`src/rtl/dev_interface_7seg_scan.sv`:
```
// Four-digit multiplexed 7-segment scanner with per-frame shadow latch on the PICO16a bus.
// Optional leading-zero blanking: define DEV_7SEG_SCAN_LZB_EN.
module dev_interface_7seg_scan #(
    parameter int SCAN_DIV  = 50000,
    parameter int BLANK_DIV = 500
) (
    input  logic        cpu_clk,
    input  logic        rst,
    input  logic [15:0] from_cpu,
    input  logic        cs,
    input  logic        we,
    output logic [15:0] to_cpu,
    output logic [6:0]  seg,
    output logic [3:0]  dig_n
);

    localparam int MAX_DIV = (SCAN_DIV > BLANK_DIV) ? SCAN_DIV : BLANK_DIV;
    localparam int CNT_W   = (MAX_DIV > 1) ? $clog2(MAX_DIV) : 1;
    localparam logic [CNT_W-1:0] BLANK_LAST = CNT_W'(BLANK_DIV - 1);
    localparam logic [CNT_W-1:0] SCAN_LAST  = CNT_W'(SCAN_DIV - 1);

    typedef enum logic {S_BLANK, S_ON} state_t;

    state_t           state, state_nx;
    logic [15:0]      pend;
    logic [15:0]      shadow, shadow_nx;
    logic [1:0]       digit, digit_nx;
    logic [CNT_W-1:0] cnt, cnt_nx;
    logic [6:0]       seg_nx;
    logic [3:0]       dig_n_nx;
    logic [15:0]      frame_val;
    logic [3:0]       nib;
    logic             lz_blank;

    function automatic logic [6:0] hex_decode(input logic [3:0] v);
        case (v)
            4'h0: hex_decode = 7'h40;
            4'h1: hex_decode = 7'h79;
            4'h2: hex_decode = 7'h24;
            4'h3: hex_decode = 7'h30;
            4'h4: hex_decode = 7'h19;
            4'h5: hex_decode = 7'h12;
            4'h6: hex_decode = 7'h02;
            4'h7: hex_decode = 7'h78;
            4'h8: hex_decode = 7'h00;
            4'h9: hex_decode = 7'h10;
            4'hA: hex_decode = 7'h08;
            4'hB: hex_decode = 7'h03;
            4'hC: hex_decode = 7'h46;
            4'hD: hex_decode = 7'h21;
            4'hE: hex_decode = 7'h06;
            default: hex_decode = 7'h0E;
        endcase
    endfunction

    // Bus write: one-cycle strobe, accepted whenever cs && we at a rising edge; no stall.
    always_ff @(posedge cpu_clk or posedge rst) begin
        if (rst) pend <= 16'h0000;
        else if (cs && we) pend <= from_cpu;
    end

    assign to_cpu = pend;

    // Digit 0 lights on the same edge shadow is loaded, so it must read pend directly.
    always_comb begin
        frame_val = (digit == 2'd0) ? pend : shadow;
        nib       = frame_val[{digit, 2'b00} +: 4];
        lz_blank  = 1'b0;
`ifdef DEV_7SEG_SCAN_LZB_EN
        case (digit)
            2'd3:    lz_blank = (frame_val[15:12] == 4'h0);
            2'd2:    lz_blank = (frame_val[15:8] == 8'h00);
            2'd1:    lz_blank = (frame_val[15:4] == 12'h000);
            default: lz_blank = 1'b0;
        endcase
`endif
    end

    always_comb begin
        state_nx  = state;
        cnt_nx    = cnt + CNT_W'(1);
        digit_nx  = digit;
        shadow_nx = shadow;
        seg_nx    = seg;
        dig_n_nx  = dig_n;
        case (state)
            S_BLANK: begin
                if (cnt == BLANK_LAST) begin
                    state_nx = S_ON;
                    cnt_nx   = '0;
                    dig_n_nx = ~(4'b0001 << digit);
                    seg_nx   = lz_blank ? 7'h7F : hex_decode(nib);
                    if (digit == 2'd0) shadow_nx = pend;
                end
            end
            S_ON: begin
                if (cnt == SCAN_LAST) begin
                    state_nx = S_BLANK;
                    cnt_nx   = '0;
                    dig_n_nx = 4'b1111;
                    seg_nx   = 7'h7F;
                    digit_nx = digit + 2'd1;
                end
            end
            default: state_nx = S_BLANK;
        endcase
    end

    always_ff @(posedge cpu_clk or posedge rst) begin
        if (rst) state <= S_BLANK;
        else     state <= state_nx;
    end

    always_ff @(posedge cpu_clk or posedge rst) begin
        if (rst) begin
            cnt    <= '0;
            digit  <= 2'd0;
            shadow <= 16'h0000;
            seg    <= 7'h7F;
            dig_n  <= 4'b1111;
        end else begin
            cnt    <= cnt_nx;
            digit  <= digit_nx;
            shadow <= shadow_nx;
            seg    <= seg_nx;
            dig_n  <= dig_n_nx;
        end
    end

endmodule

```
`config.mk`:
```
export PLATFORM = sky130hd
export DESIGN_NAME = dev_interface_7seg_scan
export DESIGN_NICKNAME = d
export VERILOG_FILES = /design/src/rtl/dev_interface_7seg_scan.sv
export SDC_FILE = /design/constraint.sdc
export NUM_CORES = 1
export LEC_CHECK = 0
export ABC_AREA = 0
export CAP_MARGIN = 20
export CORE_MARGIN = 2
export CORE_UTILIZATION = 45
export CTS_BUF_LIST = sky130_fd_sc_hd__clkbuf_4 sky130_fd_sc_hd__clkbuf_8
export DETAILED_ROUTE_END_ITERATION = 10
export PLACE_DENSITY_LB_ADDON = 0.25
export SLEW_MARGIN = 20
export SYNTH_ARGS = -nofsm -noshare
export SYNTH_HDL_FRONTEND = slang
export SYNTH_SLANG_ARGS = --single-unit
```
`constraint.sdc`:
```
create_clock -name cpu_clk -period 2.8 [get_ports cpu_clk]
set_input_delay 0.28 -clock cpu_clk [delete_from_list [all_inputs] [get_ports cpu_clk]]
set_output_delay 0.28 -clock cpu_clk [all_outputs]
set_load 0.05 [all_outputs]
```
# == After elaboration in Yosys (flattened, before gate mapping) ==
# Memories as Yosys holds them, arrays and structs flattened.
# Index checks and enable logic that the tools add are counted.
# classes
n_reduce_logical,5
addsub,2
bitwise,2
mux,13
n_shift,2
n_eq_ne,4
# op_table
operator,n
two-way mux 16 bit,3
one-hot mux 16 bit (2 select lines),1
"adder 16 x 1 -> 16 bit, second input constant",1
"equality test 16 bit, second input constant",1
"equality test 16 x 9 -> 1 bit, second input constant",1
variable part select 16 x 5 -> 4 bit,1
two-way mux 7 bit,2
one-hot mux 7 bit (2 select lines),1
two-way mux 4 bit,2
one-hot mux 4 bit (2 select lines),1
AND reduction 2 bit,3
NOT 4 bit,1
"<< shifter 1 x 2 -> 4 bit, first input constant",1
"adder 2 x 1 -> 2 bit, second input constant",1
logical NOT 2 bit,1
two-way mux 1 bit,2
"inequality test 2 x 1 -> 1 bit, second input constant",1
"inequality test 2 bit, second input constant",1
one-hot mux 1 bit (2 select lines),1
logical AND 1 bit,1
NOT 1 bit,1
# totals
memories,1
out_inout_bits,27
input_bits,20
ff_bits,62
word_cells,36
mem_bits_ro,112
# memory_table
name,words,word_bits,rd,rd_clocked_by_memory_dff,write_ports,line_no,source
(name not given),16,7,1,0,0,36,case (v)

# == Longest topological paths before layout ==
# An unclocked memory read counts as a cell.
# depth
ltp_word,6
ltp_mapped,13
depth_no_buf,10

# == Worst setup path before layout ==
# Ideal clock, no wire load.
# synth_timing
kind,reg-to-reg
startpoint,reg digit[1]
endpoint,reg seg[0]
period_less_slack_ns,3.044
required_time_ns,2.720
setup_time_ns,0.080
path_stages_with_launch,13
t_arrival_ns,2.964
n_path_buf,3
path_slack_ns,-0.244
path_cell_list,dfrtp_1 > clkbuf_1 > inv_1 > ha_1 > buf_6 > buf_12 > mux4_2 > mux2i_1 > inv_1 > ha_1 > or3b_1 > o221a_1 > o22a_1
# synth_between
elab_chain_cells,6
# synth_lines
item,line_no,source
"start, declared",27,"logic [1:0] digit, digit_nx;"
"start signal, assigned",123,digit <= digit_nx;
logical NOT 2 bit,66,frame_val = (digit == 2'd0) ? pend : shadow;
two-way mux 16 bit,-,
variable part select 16 x 5 -> 4 bit *,67,"nib = frame_val[{digit, 2'b00} +: 4];"
memory read (16 x 7 bit) *,-,
two-way mux 7 bit *,88,if (cnt == BLANK_LAST) begin
one-hot mux 7 bit (2 select lines) *,86,case (state)
"end signal, assigned",125,seg <= seg_nx;
"end, declared",13,"output logic [6:0] seg,"
# Every way passes the cells marked *; elsewhere a longest branch is shown, timed or not. The select of a mux whose other input is x is not followed.
# A chain may end at the register's enable or synchronous reset.

# == Worst setup path in the final report ==
# layout_timing
startpoint,reg digit[0]
endpoint,reg seg[0]
# The elaborated chain is that of the path after synthesis.

==> summary.txt <==
Route
  • Via/cell ratio: 5.375
  • Post-route DRC: 0
  • Post-route ant nets: 0
  • Wirelength, routed: 6.162 mm
  • WL/cell: 15.72 µm
  • DRT iter0 DRCs: 91
  • Via Count: 2,107
  • TritonRoute pass-1 iters: 4

Yosys
  • Syn avg cell area: 12.19 µm²
  • Yosys cell types: 39
  • Register bit total from synthesis: 62
  • Net Count, Synth: 283
  • Syn Std Cell Area: 3073 µm²
  • Sequential fraction of the synthesis area: 50.94%
  • Syn. warnings: 0
  • Cells after synthesis: 252

Clock tree
  • Clk buf depth: 2
  • CTS Sinks: 62
  • Post-CTS Setup Bufs: 0
  • Later-pin clock latency in the skew report: 0.35 ns
  • Num CTS Buffers: 9
  • Root buffer cell: clkbuf_8
  • Hold_buf cts: 0
  • H-tree depth: 3
  • CTS tree: yes
  • Reg clk slew, reported paths: 0.08 ns
  • Post-CTS Resized: 0

Setup path
  • Critical R2R Launch: digit[0]
  • Required time of the critical path: 3.07 ns
  • Critical Path Slowest Stage Cell: mux4_2
  • Worst Setup Start Kind: flop
  • Worst R2R Path Depth: 9
  • Crit-path max FO: 6
  • Critical Path AT: 2.89 ns
  • R2R setup slack: 0.18 ns
  • CP Cell Sequence: inv_2 -> ha_1 -> mux4_2 -> mux2i_4 -> inv_1 -> ha_1 -> or3b_1 -> o221a_1 -> o22a_1
  • Reg2reg end: seg[0]
  • CP endpoint kind: flop
  • Max incr delay on CP: 0.57 ns
  • Critical path class: flop to flop
  • Most frequent CP cell: ha_1

Global routing
  • Grt ovf: 0
  • Number of global-route vias before repair: 2,129
  • Initial antenna violation count: 0
  • Tot GR Track Use: 18.37%
  • First-pass GRT wire length: 10.56 mm
  • Pin count of the biggest net entering global routing: 37

Power and ir drop
  • Power Dens Cells: 583.8 nW/µm²
  • Peak supply drop: 303.9 µV
  • Static Leakage: 1.742 nW

Floorplanning
  • Core box area: 6681 µm²
  • Row count: 30
  • Die height: 86.64 µm
  • Die area: 7506 µm²
  • I/O Pins: 47
  • Die width: 86.64 µm
  • Initial Utilization: 45.99%

Timing
  • # setup viols final: 0
  • Crit path time final: 2.616 ns
  • Period utilization: 93.44%
  • Clock Skews: 0.01345 ns
  • Setup ws final: 0.1837 ns
  • Hold Vio Cnt, Final: 0
  • Setup_tns: 0 ns
  • Unrepaired setup endpoints after global routing: no
  • Slew margin rel.: 52.98%
  • Max Transition Viols Final: 0
  • Worst-margin pin slew: 0.7036 ns
  • FMAX: 0.3822 GHz

Status
  • Status: finished clean

Layout
  • Area Growth Syn to Fin: 25.65%
  • FF+latch area: 1565 µm²
  • ANT cells: 0
  • Layout cell share with drive strength beyond 1: 21.79%
  • # nets final: 338
  • Multi-input logic area: 1419 µm²
  • Commonest non-fill, non-tap cell in the layout: dfrtp_1
  • Fill count: 548
  • Most frequent cells in the layout: 51 x dfrtp_1, 46 x clkdlybuf4s50_1, 25 x mux2_2
  • Final instance count without filler cells: 392

Placement
  • Routability Congestion: 0.8522
  • Setup WS pre-CTS: 0.1761 ns
  • Placed insts: 376
  • Port bufs: 46
  • Hpwl dp: 4.238 mm

Worst hold path
  • Worst Hold Class: input port to asynchronous set/reset pin

Flow run
  • Max-cap violations: 0
cells in the mapped netlist (all sizes together):
master,count,area [µm²]
nor2,16,60.06
ha,11,137.6
xor2,9,78.83
buf,6,60.06
nor4,3,25.02
clkbuf,4,15.01
nand4,4,25.02
o22a,3,26.28
or3b,1,8.760
mux2i,16,160.2
or4b,1,10.01
o221ai,1,8.760
o21a,4,30.03
mux2,25,281.5
nor4bb,1,10.01
inv,7,26.28
o31a,1,8.760
mux4,6,142.6
o21ai,17,85.08
a31oi,1,6.260
dfstp,11,289.0
a2bb2oi,2,17.52
o221a,1,11.26
xnor2,7,61.31
nand3,7,35.03
nor4b,1,8.760
and3,3,18.77
nand2b,3,18.77
and4,3,26.28
dfrtp,51,1276
nor3,3,15.01
and2,1,6.260
nand2,22,82.58
metrics by stage:
step                      utilization [%]  hold slack (ns)  power [mW]  area, µm²
after floorplan                         -           0.4306       1.256       3089
after global placement              54.53           0.4638       1.396       3643
after detailed placement            54.53           0.4769       1.402       3643
after CTS                           57.79           0.3306       2.279       3861
after global routing                57.79           0.3848       2.358       3861
final                               57.79           0.3135       2.254       3861
registers in the layout (all words and copies together) (netlist names):
register,cells
shadow,16
state,1
cnt,16
dig_n,4
to_cpu,16
seg,7
digit,2
worst max-delay path, delay by kind of cell (launching register included):
family          cells  cell delay (ns)
simple gates        1             0.38
flops               1             0.39
compound gates      2             0.30
buf+inv             2             0.19
fa+ha+maj           2             0.57
mux                 2             0.73
logic make-up (layout without fill, tap and decap cells):
family / after synthesis / in the layout / share of synthesized area, %
AND/OR/NAND/NOR: 69 / 69 / 11.40
flip-flops: 62 / 62 / 50.94
multiplexers: 47 / 47 / 19.01
AO/OA/AOI/OAI: 30 / 30 / 6.312
buffers and inverters: 17 / 77 / 3.298
XOR/XNOR: 16 / 16 / 4.560
adder cells (fa/ha/maj): 11 / 11 / 4.479
layer usage:
| metal | track usage (%) | up-vias | wire, µm |
|---|---|---|---|
| li1 | - | 1007 | - |
| met1 | 25.20 | 1050 | 2954 |
| met2 | 27.76 | 41 | 2868 |
| met3 | 5.333 | 9 | 236 |
| met4 | 6.818 | 0 | 102 |
| met5 | 0 | - | 0 |
final cells by class:
type / count / area share (%)
Multi-Input combinational cell: 173 / 36.75
Inverter: 7 / 0.6805
Tap cell: 80 / 2.592
Clock buffer: 10 / 3.402
Clock inverter: 6 / 2.236
Sequential cell: 62 / 40.54
Timing Repair Buffer: 54 / 13.80
report_power, final:
group,leakage [nW],internal [mW],switching (mW)
Combinational,0.856,0.178,0.243
Sequential,0.776,0.931,0.0332
Clock,0.110,0.509,0.360
Total,1.74,1.62,0.637
worst max path at each step:
stage | start | depth (start not counted) | end
global placement | digit[0] | 9 | seg[0]
floorplan | digit[1] | 12 | seg[0]
CTS | digit[0] | 9 | seg[0]
detailed placement | digit[0] | 9 | seg[0]
finish | digit[0] | 9 | seg[0]
global route | digit[0] | 9 | seg[0]
Power figures use the tool's default switching activity.
